<file path="src/rtl/cam_pkg.sv">
// Shared constants and helpers for param_cam: op-priority encoding and index-width derivation.
package cam_pkg;

    localparam logic [2:0] OP_NONE   = 3'd0;
    localparam logic [2:0] OP_FLUSH  = 3'd1;
    localparam logic [2:0] OP_SEARCH = 3'd2;
    localparam logic [2:0] OP_WRITE  = 3'd3;
    localparam logic [2:0] OP_INV    = 3'd4;

    function automatic int cam_addr_w(input int depth);
        return (depth < 2) ? 1 : $clog2(depth);
    endfunction

endpackage

</file>
<file path="src/rtl/param_cam_if.sv">
// Request/response bundle for param_cam; wmask exists only when CAM_TERNARY_EN is defined.
interface param_cam_if #(
    parameter int DATA_W = 8,
    parameter int DEPTH  = 16
);
    import cam_pkg::*;

    localparam int ADDR_W = cam_addr_w(DEPTH);

    logic              ren;
    logic              wen;
    logic              alloc;
    logic              inv;
    logic              flush;
    logic [DATA_W-1:0] din;
    logic [ADDR_W-1:0] addr;
`ifdef CAM_TERNARY_EN
    logic [DATA_W-1:0] wmask;
`endif
    logic [ADDR_W-1:0] dout;
    logic              hit;
    logic              multi_hit;
    logic [ADDR_W-1:0] wr_addr;
    logic              wr_err;
    logic [ADDR_W:0]   count;
    logic              full;

`ifdef CAM_TERNARY_EN
    modport master (output ren, wen, alloc, inv, flush, din, addr, wmask,
                    input  dout, hit, multi_hit, wr_addr, wr_err, count, full);
    modport slave  (input  ren, wen, alloc, inv, flush, din, addr, wmask,
                    output dout, hit, multi_hit, wr_addr, wr_err, count, full);
`else
    modport master (output ren, wen, alloc, inv, flush, din, addr,
                    input  dout, hit, multi_hit, wr_addr, wr_err, count, full);
    modport slave  (input  ren, wen, alloc, inv, flush, din, addr,
                    output dout, hit, multi_hit, wr_addr, wr_err, count, full);
`endif

endinterface

</file>
<file path="src/rtl/cam_prio_enc.sv">
// Lowest-set-bit encoder over an N-bit vector, with any-set and two-or-more-set flags.
module cam_prio_enc #(
    parameter int N = 16,
    parameter int W = 4
) (
    input  logic [N-1:0] vec,
    output logic [W-1:0] idx,
    output logic         any,
    output logic         multi
);

    logic found;

    always_comb begin
        idx   = '0;
        found = 1'b0;
        for (int unsigned i = 0; i < N; i++) begin
            if (vec[W'(i)] && !found) begin
                idx   = W'(i);
                found = 1'b1;
            end
        end
        any   = |vec;
        // clearing the lowest set bit leaves something only if two or more were set
        multi = |(vec & (vec - N'(1)));
    end

endmodule

</file>
<file path="src/rtl/param_cam.sv">
// Parametrised CAM with valid bits, alloc/explicit writes, invalidate, flush and one-cycle search.
// Define CAM_TERNARY_EN to store a per-entry don't-care mask written from wmask.
module param_cam
    import cam_pkg::*;
#(
    parameter int DATA_W = 8,
    parameter int DEPTH  = 16
) (
    input  logic         clk,
    input  logic         rst,
    param_cam_if.slave   bus
);

    localparam int ADDR_W = cam_addr_w(DEPTH);
    localparam int CW     = ADDR_W + 1;

    logic [DATA_W-1:0] mem [DEPTH];
`ifdef CAM_TERNARY_EN
    logic [DATA_W-1:0] mask_mem [DEPTH];
`endif
    logic [DEPTH-1:0]  valid;
    logic [DEPTH-1:0]  match;
    logic [2:0]        op;

    logic [ADDR_W-1:0] match_idx;
    logic              match_any;
    logic              match_multi;
    logic [ADDR_W-1:0] free_idx;
    logic              free_any;
    logic              free_multi;

    logic [ADDR_W-1:0] tgt;
    logic              wr_ok;

    always_comb begin
        op = OP_NONE;
        if (bus.flush)    op = OP_FLUSH;
        else if (bus.ren) op = OP_SEARCH;
        else if (bus.wen) op = OP_WRITE;
        else if (bus.inv) op = OP_INV;
    end

    always_comb begin
        match = '0;
        for (int unsigned i = 0; i < DEPTH; i++) begin
`ifdef CAM_TERNARY_EN
            match[ADDR_W'(i)] = valid[ADDR_W'(i)] &&
                (((mem[ADDR_W'(i)] ^ bus.din) & ~mask_mem[ADDR_W'(i)]) == '0);
`else
            match[ADDR_W'(i)] = valid[ADDR_W'(i)] && (mem[ADDR_W'(i)] == bus.din);
`endif
        end
    end

    cam_prio_enc #(.N(DEPTH), .W(ADDR_W)) u_match_enc (
        .vec   (match),
        .idx   (match_idx),
        .any   (match_any),
        .multi (match_multi)
    );

    cam_prio_enc #(.N(DEPTH), .W(ADDR_W)) u_free_enc (
        .vec   (~valid),
        .idx   (free_idx),
        .any   (free_any),
        .multi (free_multi)
    );

    always_comb begin
        tgt   = bus.alloc ? free_idx : bus.addr;
        wr_ok = !bus.alloc || free_any;
    end

    // data/mask storage is deliberately never reset; valid gates every match
    always_ff @(posedge clk) begin
        if (!rst && op == OP_WRITE && wr_ok) begin
            mem[tgt] <= bus.din;
`ifdef CAM_TERNARY_EN
            mask_mem[tgt] <= bus.wmask;
`endif
        end
    end

    always_ff @(posedge clk) begin
        if (rst) begin
            valid         <= '0;
            bus.count     <= '0;
            bus.dout      <= '0;
            bus.hit       <= 1'b0;
            bus.multi_hit <= 1'b0;
            bus.wr_addr   <= '0;
            bus.wr_err    <= 1'b0;
        end else begin
            bus.dout      <= '0;
            bus.hit       <= 1'b0;
            bus.multi_hit <= 1'b0;
            bus.wr_err    <= 1'b0;
            case (op)
                OP_FLUSH: begin
                    valid     <= '0;
                    bus.count <= '0;
                end
                OP_SEARCH: begin
                    bus.dout      <= match_idx;
                    bus.hit       <= match_any;
                    bus.multi_hit <= match_multi;
                end
                OP_WRITE: begin
                    if (!wr_ok) begin
                        bus.wr_err <= 1'b1;
                    end else begin
                        valid[tgt]  <= 1'b1;
                        bus.wr_addr <= tgt;
                        if (!valid[tgt]) bus.count <= bus.count + CW'(1);
                    end
                end
                OP_INV: begin
                    if (valid[bus.addr]) begin
                        valid[bus.addr] <= 1'b0;
                        bus.count       <= bus.count - CW'(1);
                    end
                end
                default: ;
            endcase
        end
    end

    assign bus.full = (bus.count == CW'(DEPTH));

    // a single free slot must coincide with a count one short of full
    assert property (@(posedge clk) disable iff (rst)
        (free_any && !free_multi) |-> (bus.count == CW'(DEPTH - 1)));

endmodule

</file>
<file path="src/flat_wrapper.sv">
// flat-port wrapper written by rule: the top's interface ports become plain ports
module param_cam_flat import cam_pkg::*;
#(
    parameter int DATA_W = 8,
    parameter int DEPTH  = 16
)
  (clk, rst, bus_ren, bus_wen, bus_alloc, bus_inv, bus_flush, bus_din, bus_addr, bus_dout, bus_hit, bus_multi_hit, bus_wr_addr, bus_wr_err, bus_count, bus_full);
  param_cam_if #(.DATA_W(DATA_W), .DEPTH(DEPTH)) bus_i ();
  input  logic clk;
  input  logic rst;
  input wire logic [$bits(bus_i.ren)-1:0] bus_ren;
  input wire logic [$bits(bus_i.wen)-1:0] bus_wen;
  input wire logic [$bits(bus_i.alloc)-1:0] bus_alloc;
  input wire logic [$bits(bus_i.inv)-1:0] bus_inv;
  input wire logic [$bits(bus_i.flush)-1:0] bus_flush;
  input wire logic [$bits(bus_i.din)-1:0] bus_din;
  input wire logic [$bits(bus_i.addr)-1:0] bus_addr;
  output wire logic [$bits(bus_i.dout)-1:0] bus_dout;
  output wire logic [$bits(bus_i.hit)-1:0] bus_hit;
  output wire logic [$bits(bus_i.multi_hit)-1:0] bus_multi_hit;
  output wire logic [$bits(bus_i.wr_addr)-1:0] bus_wr_addr;
  output wire logic [$bits(bus_i.wr_err)-1:0] bus_wr_err;
  output wire logic [$bits(bus_i.count)-1:0] bus_count;
  output wire logic [$bits(bus_i.full)-1:0] bus_full;
  assign bus_i.ren = bus_ren;
  assign bus_i.wen = bus_wen;
  assign bus_i.alloc = bus_alloc;
  assign bus_i.inv = bus_inv;
  assign bus_i.flush = bus_flush;
  assign bus_i.din = bus_din;
  assign bus_i.addr = bus_addr;
  assign bus_dout = bus_i.dout;
  assign bus_hit = bus_i.hit;
  assign bus_multi_hit = bus_i.multi_hit;
  assign bus_wr_addr = bus_i.wr_addr;
  assign bus_wr_err = bus_i.wr_err;
  assign bus_count = bus_i.count;
  assign bus_full = bus_i.full;
  param_cam #(.DATA_W(DATA_W), .DEPTH(DEPTH)) u_core (.clk(clk), .rst(rst), .bus(bus_i));
endmodule
</file>
<file path="config.mk">
export PLATFORM = sky130hd
export DESIGN_NAME = param_cam_flat
export DESIGN_NICKNAME = d
export VERILOG_FILES = /design/src/rtl/cam_pkg.sv /design/src/rtl/param_cam_if.sv /design/src/rtl/cam_prio_enc.sv /design/src/rtl/param_cam.sv /design/src/flat_wrapper.sv
export SDC_FILE = /design/constraint.sdc
export NUM_CORES = 1
export LEC_CHECK = 0
export BUFFER_PORTS_ARGS = -buffer_cell sky130_fd_sc_hd__buf_2
export CAP_MARGIN = 10
export CORE_MARGIN = 2
export CORE_UTILIZATION = 50
export CTS_BUF_LIST = sky130_fd_sc_hd__clkbuf_4 sky130_fd_sc_hd__clkbuf_8 sky130_fd_sc_hd__clkbuf_16
export DETAILED_ROUTE_END_ITERATION = 12
export GPL_ROUTABILITY_DRIVEN = 0
export PLACE_DENSITY = 0.78
export SYNTH_ARGS = -nofsm -noshare
export SYNTH_HDL_FRONTEND = slang
export SYNTH_SLANG_ARGS = --single-unit
</file>
<file path="constraint.sdc">
create_clock -name clk -period 7.8 [get_ports clk]
set_input_delay 1.95 -clock clk [delete_from_list [all_inputs] [get_ports clk]]
set_output_delay 1.95 -clock clk [all_outputs]
set_load 0.02 [all_outputs]
</file>
==> results of run 1 <==
sequential cells by signal (all words and copies together) (netlist names):
register and count:
u_core.mem 128, u_core.valid 16, u_core.bus.count 5, u_core.bus.dout 4, u_core.bus.wr_addr 4, u_core.bus.hit 1, u_core.bus.multi_hit 1, u_core.bus.wr_err 1
worst reg2reg max path, stage by stage, from the launching register on:
cell	delay, ns
dfxtp_1	0.60
nand4_1	0.29
nor2b_2	0.22
a2bb2oi_1	0.37
nand2b_1	0.47
a2111oi_0	0.12
or4_1	0.60
o31ai_2	0.60
or4_1	0.21
a21oi_1	0.06
cells in the final DEF (no fill, tap or decap), types with 16 or more instances in the layout:
| master | count |
|---|---|
| dfxtp_1 | 32 |
| a31oi_1 | 22 |
| nand4_1 | 19 |
| nand3_1 | 16 |
| nand2_1 | 48 |
| buf_2 | 35 |
| nor2_1 | 42 |
| a21oi_1 | 42 |
| xor2_1 | 51 |
| xnor2_1 | 79 |
| nor3_1 | 36 |
| clkbuf_16 | 17 |
| edfxtp_1 | 128 |
cells by family after synthesis:
family | count (synthesis) | synth area share [%]
buffers and inverters | 48 | 2.60
and+or+nand+nor | 211 | 13.7
DFF | 160 | 57.6
adders and majority gates | 6 | 0.996
AOI/OAI and AO/OA | 104 | 8.61
muxes | 8 | 1.90
xor gates and xnor gates | 130 | 14.6
metal layers:
layer	share of wire, %	vias up
met5	0	-
met1	42	2555
met3	8.4	30
met4	1.9	0
li1	-	2466
met2	48	282
power by group through the flow:
stage | Clock [W] | Combinational, W | Sequential (W)
finish | 0.000854 | 0.000119 | 0.000928
global placement | 0 | 0.000113 | 0.000946
detailed placement | 0 | 0.000117 | 0.000946
floorplan | 0 | 0.0000818 | 0.000946
global route | 0.000892 | 0.000129 | 0.000928
CTS | 0.000862 | 0.000119 | 0.000928
worst max-delay path by stage:
stage,endpoint,slack (ns),depth (start not counted)
global route,u_core.bus.count[4]$_SDFFE_PP0P_,2.61,10
global placement,u_core.bus.count[4]$_SDFFE_PP0P_,2.52,10
detailed placement,u_core.bus.count[4]$_SDFFE_PP0P_,2.38,10
floorplan,u_core.bus.multi_hit$_SDFF_PP0_,3.46,11
CTS,u_core.bus.count[4]$_SDFFE_PP0P_,2.82,10
finish,u_core.bus.count[4]$_SDFFE_PP0P_,2.72,10
cell type report:
type / count / area share (%)
clock buffer: 18 / 5.00
clock inverter: 13 / 2.05
inverter: 12 / 0.520
multi-input combinational: 459 / 35.9
sequential: 160 / 51.8
tap: 188 / 2.72
timing repair buffer: 35 / 2.02
stage by stage:
stage / util [%] / power, W / setup WS, ns
floorplan: - / 0.00103 / 3.46
global placement: 52.9 / 0.00106 / 2.52
detailed placement: 52.9 / 0.00106 / 2.38
CTS: 57.0 / 0.00191 / 2.82
global route: 57.0 / 0.00195 / 2.61
finish: 57.0 / 0.00190 / 2.72
==> parameters.txt, run 1 <==
Parameter                              Value

Clocking
  Clock buffer depth    2
  Post-CTS Hold Fix Bufs    0
  CTS Root Cell    clkbuf_16
  Clock sinks    160
  Clock input transition at the sequential cells of the worst setup and hold paths    roughly 0.060 ns
  Insertion delay of the later-clocked pin in the worst-skew pair    0.42 ns
  Clock buffer count from CTS    17
  CTS-repair resized insts    0
  TritonCTS clock tree    built
  Post-CTS Setup Inserts    0
  H-tree depth    4

Status
  Outcome    complete, no violations

Layout
  Syn-to-layout area delta    11.2%
  Share of post-route cells with drive strength above 1    a little under an eighth
  Finished Cell Area    just under 9000 um^2
  Storage cell area    roughly 4500 um^2
  Post-layout net count    708
  Antenna diodes    0
  Number of fill cells    1239
  Multi-input gate area in the final layout    approximately 3100 um^2
  Non-filler instance count after layout    about 890

Global route
  First-pass GRT wire length    ~27 mm
  Via count of the first global-routing pass    5102
  Routing usage on met1    between 20% and 30%
  Met2 usage in global routing    a little over a third
  Met3 Track Usage GR    about 4.8%
  Routing layer with the top usage in global route    met2
  Total GRT Usage    about a fifth
  Largest net degree at the start of global routing    33
  Antenna violations before repair    0
  Total gr overflow    0

Worst setup path
  Critical path arrival    5.43 ns
  Critical path's top delay family    simple AND/OR/NAND/NOR gates
  Register-to-register path setup slack    slightly above 4 ns
  Crit path from    bus_wen
  Endpoint of the most critical register-to-register path    u_core.bus.count[2]$_SDFFE_PP0P_
  Cells traversed along the worst timing path    buf_2 > nor4b_2 > clkinv_1 > fa_1 > nor2b_1 > o21a_1 > nor2_1 > xnor2_1 > or4_1 > a21oi_1
  Critical path start-end classification    primary input to flip-flop
  Worst Path Required    slightly above 8 ns
  R2R depth    9
  Critical Path Source Type    primary input
  Critical path capture point type    flip-flop
  Cell with the biggest individual delay on the critical path    nor4b_2
  Buffers & Inverters on Critical Path    2
  Maximum fanout along the worst path    14
  Startpoint of the worst-slack reg-to-reg timing path    u_core.valid[9]$_SDFFE_PP0P_
  CP peak stage delay    1.11 ns

STA
  Min Clock Period, post-route    about 5.1 ns
  RSZ-0062 raised after global routing    no
  Final period util    approximately two thirds
  Worst Hold Margin    0.506 ns
  Number of endpoints with negative hold slack in the final report    0
  Worst slew margin relative to its limit    12.2%
  Tightest Pin Transition    1.31 ns
  Number of max-slew violations in the final report    0
  Post-route setup TNS    0 ns
  Final setup viols    0
  Skew final    between 0.01 and 0.015 ns
  Maximum clock frequency    roughly 0.20 GHz

Die
  Die height    129 um
  Die outline area    16600 um^2
  Total core area    roughly 15000 um^2
  Effective utilization at floorplan    about 51%
  DIE WIDTH    approximately 130 um
  Number of top-level design ports    36
  Placement row count    45

Drt
  Drt pass-1 iters    6
  Detail-routed via count per cell    6.03
  Wirelength per Cell    approximately 19 um
  Antenna-violating nets left    0
  Via count    ~5300
  Final wirelength    17.1 mm
  1st-iter DRT viols    610
  Number of DRC violations after detailed routing    0

Pwr
  Share of power burned in the clock network    around 45%
  Cell-internal power    0.00148 W
  Switching power share of the total    between 20% and 30%
  Sequential share of power    48.8%
  Power density of the placed cells    approximately 220 nW/um^2
  Switching power    0.000426 W
  Worst ir drop on vdd    about 0.00018 V
  LEAKAGE    roughly 2.8 nW
  Combinational cell fraction of total power    under 10%

Synth
  Top cell types by occurrence after synthesis    128 x edfxtp_1, 79 x xnor2_1, 51 x xor2_1
  Syn Std Cell Area    slightly below 8000 um^2
  Portion of synthesized cell area occupied by the leading cell type    between 40 and 50%
  Average size of a mapped cell    11.7 um^2
  Number of flops mapped to enable cells by yosys    approximately 130
  Gate count of the mapped netlist    roughly 670
  Largest area contributor in the synthesized netlist    edfxtp_1
  Post-synthesis sequential element count    160
  Number of library cell types mapped by synthesis    57
  Sequential-to-total area share from yosys stat    around 58%
  Synth Net Count    about 700
  Synth Warn #    0
  Cells taking the most area after synthesis    edfxtp_1 49%, xnor2_1 8.9%, dfxtp_1 8.2%
  Dominant cell by count in the synthesized netlist    edfxtp_1
  Share of flip-flops with an asynchronous set or reset    0%
  Flip-flop cell with the highest count after synthesis    edfxtp_1

Worst hold path
  Startpoint of the most critical hold path    u_core.bus.count[1]$_SDFFE_PP0P_
  Hold Path Cell Cnt    2
  Worst min-delay path category    flip-flop to flip-flop
  End point of the worst hold path    u_core.bus.count[1]$_SDFFE_PP0P_

Placement
  Detailed-placement wirelength estimate    ~11 mm
  Inst Count DP    roughly 850
  Number of port buffers    35
  Instance area after placement    8050 um^2

Flow run
  Number of maximum-capacitance constraint violations    0
No activity file was read; power rests on OpenSTA's default activity.
==> run 2: changes to the inputs <==
==> constraint.sdc (replaced) <==
create_clock -name clk -period 4.9 [get_ports clk]
set_input_delay 1.225 -clock clk [delete_from_list [all_inputs] [get_ports clk]]
set_output_delay 1.225 -clock clk [all_outputs]
set_load 0.02 [all_outputs]
==> run 2 against run 1 <==
  * Register-to-register slack lost 2.9 ns
  * Worst setup slack got worse by 1.5 ns
  * Via count is 2.9% higher
  * Sequential share of layout area is 0.18 points lower
  * Critical path type unchanged
  * Worst hold slack worse by 0.0096 ns
  * Flip-flop and latch count did not move
  * Sequential power grew 59%
  * Clock-buffer cell count is the same
  * Largest power group unchanged
  * Critical endpoint is now u_core.bus.count[2]$_SDFFE_PP0P_
  * Utilization is 0.20 points higher
  * Clock power up 48%
==> parameters.txt, run 2 (synthesis results as in run 1) <==
Parameter                              Value

Flow run
  Number of maximum-capacitance constraint violations    0 (unchanged)

Clocking
  Clock input transition at the sequential cells of the worst setup and hold paths    0.06 ns (about the same)
  CTS-repair resized insts    0 (unchanged)
  TritonCTS clock tree    built
  Clock sinks    160 (unchanged)
  Insertion delay of the later-clocked pin in the worst-skew pair    0.43 ns (about the same)
  CTS Root Cell    clkbuf_16
  Post-CTS Hold Fix Bufs    0 (unchanged)
  Post-CTS Setup Inserts    0 (unchanged)
  Clock buffer count from CTS    17 (unchanged)
  Clock buffer depth    2 (unchanged)
  H-tree depth    4 (unchanged)

Worst setup path
  R2R depth    9 (unchanged)
  Cell with the biggest individual delay on the critical path    or4_1
  Startpoint of the worst-slack reg-to-reg timing path    u_core.valid[8]$_SDFFE_PP0P_
  Worst Path Required    5.19 ns (-2.97 ns)
  CP peak stage delay    0.61 ns (-0.50 ns)
  Critical path capture point type    flip-flop
  Crit path from    bus_alloc
  Buffers & Inverters on Critical Path    1 (-1)
  Logic depth of the worst setup path including buffers    9 (-1)
  Endpoint of the most critical register-to-register path    u_core.bus.count[2]$_SDFFE_PP0P_
  Critical path start-end classification    primary input to flip-flop
  Critical path's top delay family    simple AND/OR/NAND/NOR gates
  Cell repeated most along the worst path    or4_1
  Register-to-register path setup slack    1.26 ns (-2.87 ns)
  End point of the critical path    u_core.bus.count[2]$_SDFFE_PP0P_
  Critical Path Source Type    primary input
  Critical path arrival    3.97 ns (-1.46 ns)
  Cells traversed along the worst timing path    buf_2 > nand3_1 > a2bb2oi_1 > nand2b_1 > a2111oi_0 > or4_1 > o31ai_2 > or4_1 > a21oi_1
  Maximum fanout along the worst path    10 (-4)

Die
  Die outline area    16600 um^2 (unchanged)
  Die height    129 um (unchanged)
  Effective utilization at floorplan    51.2% (unchanged)
  Number of top-level design ports    36 (unchanged)
  DIE WIDTH    129 um (unchanged)
  Total core area    15200 um^2 (unchanged)
  Placement row count    45 (unchanged)

Placement
  Instance area after placement    8120 um^2 (+0.93%)
  Detailed-placement wirelength estimate    12.2 mm (+13%)
  Number of port buffers    35 (unchanged)

Global route
  Largest net degree at the start of global routing    29 (-12%)
  First-pass GRT wire length    28.0 mm (+5.0%)
  Via count of the first global-routing pass    5241 (+2.7%)
  Total GRT Usage    22.5% (+1.3 points)
  Antenna violations before repair    0 (unchanged)
  Total gr overflow    0 (unchanged)

Layout
  Antenna diodes    0 (unchanged)
  Most common cell after layout, fill and taps aside    edfxtp_1
  Commonest cells after routing, fill and taps aside    128 x edfxtp_1, 79 x xnor2_1, 51 x xor2_1
  Share of post-route cells with drive strength above 1    12.7% (+1.1 points)
  Finished Cell Area    8690 um^2 (+0.35%)
  Post-layout net count    718 (+1.4%)
  Syn-to-layout area delta    11.6%
  Number of fill cells    1232 (-0.56%)
  Largest register FFs    128 (unchanged)
  Register with the most flip-flops    u_core.mem
  Largest regs    u_core.mem (128), u_core.valid (16), u_core.bus.count (5)

Worst hold path
  Worst min-delay path category    flip-flop to flip-flop

STA
  Final period util    between 70% and 80%
  Min Clock Period, post-route    3.68 ns
  Number of endpoints with negative hold slack in the final report    0 (unchanged)
  Post-route setup TNS    0 ns (unchanged)
  Tightest Pin Transition    0.775 ns (-0.539 ns)
  RSZ-0062 raised after global routing    no
  Final setup viols    0 (unchanged)
  Skew final    0.0114 ns (+0.000711 ns)
  Number of max-slew violations in the final report    0 (unchanged)
  Worst slew margin relative to its limit    48.2% (+36 points)
  Maximum clock frequency    between 0.2 and 0.3 GHz

Status
  Outcome    complete, no violations

Drt
  Drt pass-1 iters    6 (unchanged)
  Antenna-violating nets left    0 (unchanged)
  Via count    5488 (+2.9%)
  1st-iter DRT viols    545 (-11%)
  Detail-routed via count per cell    6.13 (+1.6%)
  Final wirelength    17.8 mm (+4.3%)
  Number of DRC violations after detailed routing    0 (unchanged)
  Wirelength per Cell    19.9 um (+3.0%)

Pwr
  Worst ir drop on vdd    0.000329 V (+79%)
  Power density of the placed cells    338 nW/um^2 (+54%)
  LEAKAGE    2.83 nW (+0.87%)
[run 2: cell count changes in the layout (fill, tap and decap cells not counted)]
| cell | before | now |
|---|---|---|
| buf_4 | 0 | 10 |
| bufinv_16 | 3 | 1 |
| clkinv_1 | 1 | 3 |
| clkinvlp_4 | 1 | 2 |
[run 2: layout make-up]
cell class | instances | area [um^2] | area share, %
clock buffer | 18 | 433 | 4.98
sequential | 160 | 4480 | 51.6
inverter | 12 | 45.0 | 0.518
clock inverter | 14 | 133 | 1.53
timing repair buffer | 45 | 250 | 2.88
tap | 188 | 235 | 2.71
multi-input combinational | 459 | 3110 | 35.8
[run 2: layer usage]
| metal | vias to the layer above | routed length [um] | track usage [%] |
|---|---|---|---|
| li1 | 2502 | - | - |
| met1 | 2679 | 7710 | 30.5 |
| met2 | 262 | 8320 | 34.7 |
| met3 | 45 | 1360 | 6.20 |
| met4 | 0 | 452 | 9.08 |
| met5 | - | 0 | 0 |
[run 2: worst reg2reg max path, stage by stage, from the launching register on]
cell	delay, ns
dfxtp_1	0.59
nand4_1	0.27
nor2b_2	0.22
a2bb2oi_1	0.37
nand2b_1	0.46
a2111oi_0	0.12
or4_1	0.61
o31ai_2	0.59
or4_1	0.22
a21oi_1	0.06
[run 2: how the worst min path moves through the flow]
| stage | from | depth (start not counted) | endpoint |
|---|---|---|---|
| 6_report | u_core.bus.count[2]$_SDFFE_PP0P_ | 2 | u_core.bus.count[2]$_SDFFE_PP0P_ |
| 5_1_grt | u_core.bus.count[1]$_SDFFE_PP0P_ | 2 | u_core.bus.count[1]$_SDFFE_PP0P_ |
| 4_1_cts | u_core.bus.count[1]$_SDFFE_PP0P_ | 2 | u_core.bus.count[1]$_SDFFE_PP0P_ |
| 3_5_place_dp | u_core.bus.count[2]$_SDFFE_PP0P_ | 2 | u_core.bus.count[2]$_SDFFE_PP0P_ |
| 3_3_place_gp | u_core.bus.count[1]$_SDFFE_PP0P_ | 2 | u_core.bus.count[1]$_SDFFE_PP0P_ |
| 2_1_floorplan | u_core.valid[3]$_SDFFE_PP0P_ | 2 | u_core.valid[3]$_SDFFE_PP0P_ |
[run 2: power breakdown]
part           internal [W]  switching, W
logic             0.0000655      0.000132
registers           0.00147    0.00000652
clock network      0.000712      0.000552
total               0.00225      0.000690
[run 2: metrics by stage]
step	hold slack [ns]	total power [W]	cells	setup slack, ns	util (%)
6_report	0.497	0.00294	896	1.22	57.2
5_1_grt	0.534	0.00303	896	1.06	57.2
4_1_cts	0.500	0.00295	896	1.31	57.2
3_5_place_dp	0.492	0.00170	864	0.890	53.4
3_3_place_gp	0.470	0.00169	864	0.925	53.4
2_1_floorplan	0.539	0.00164	667	1.29	-
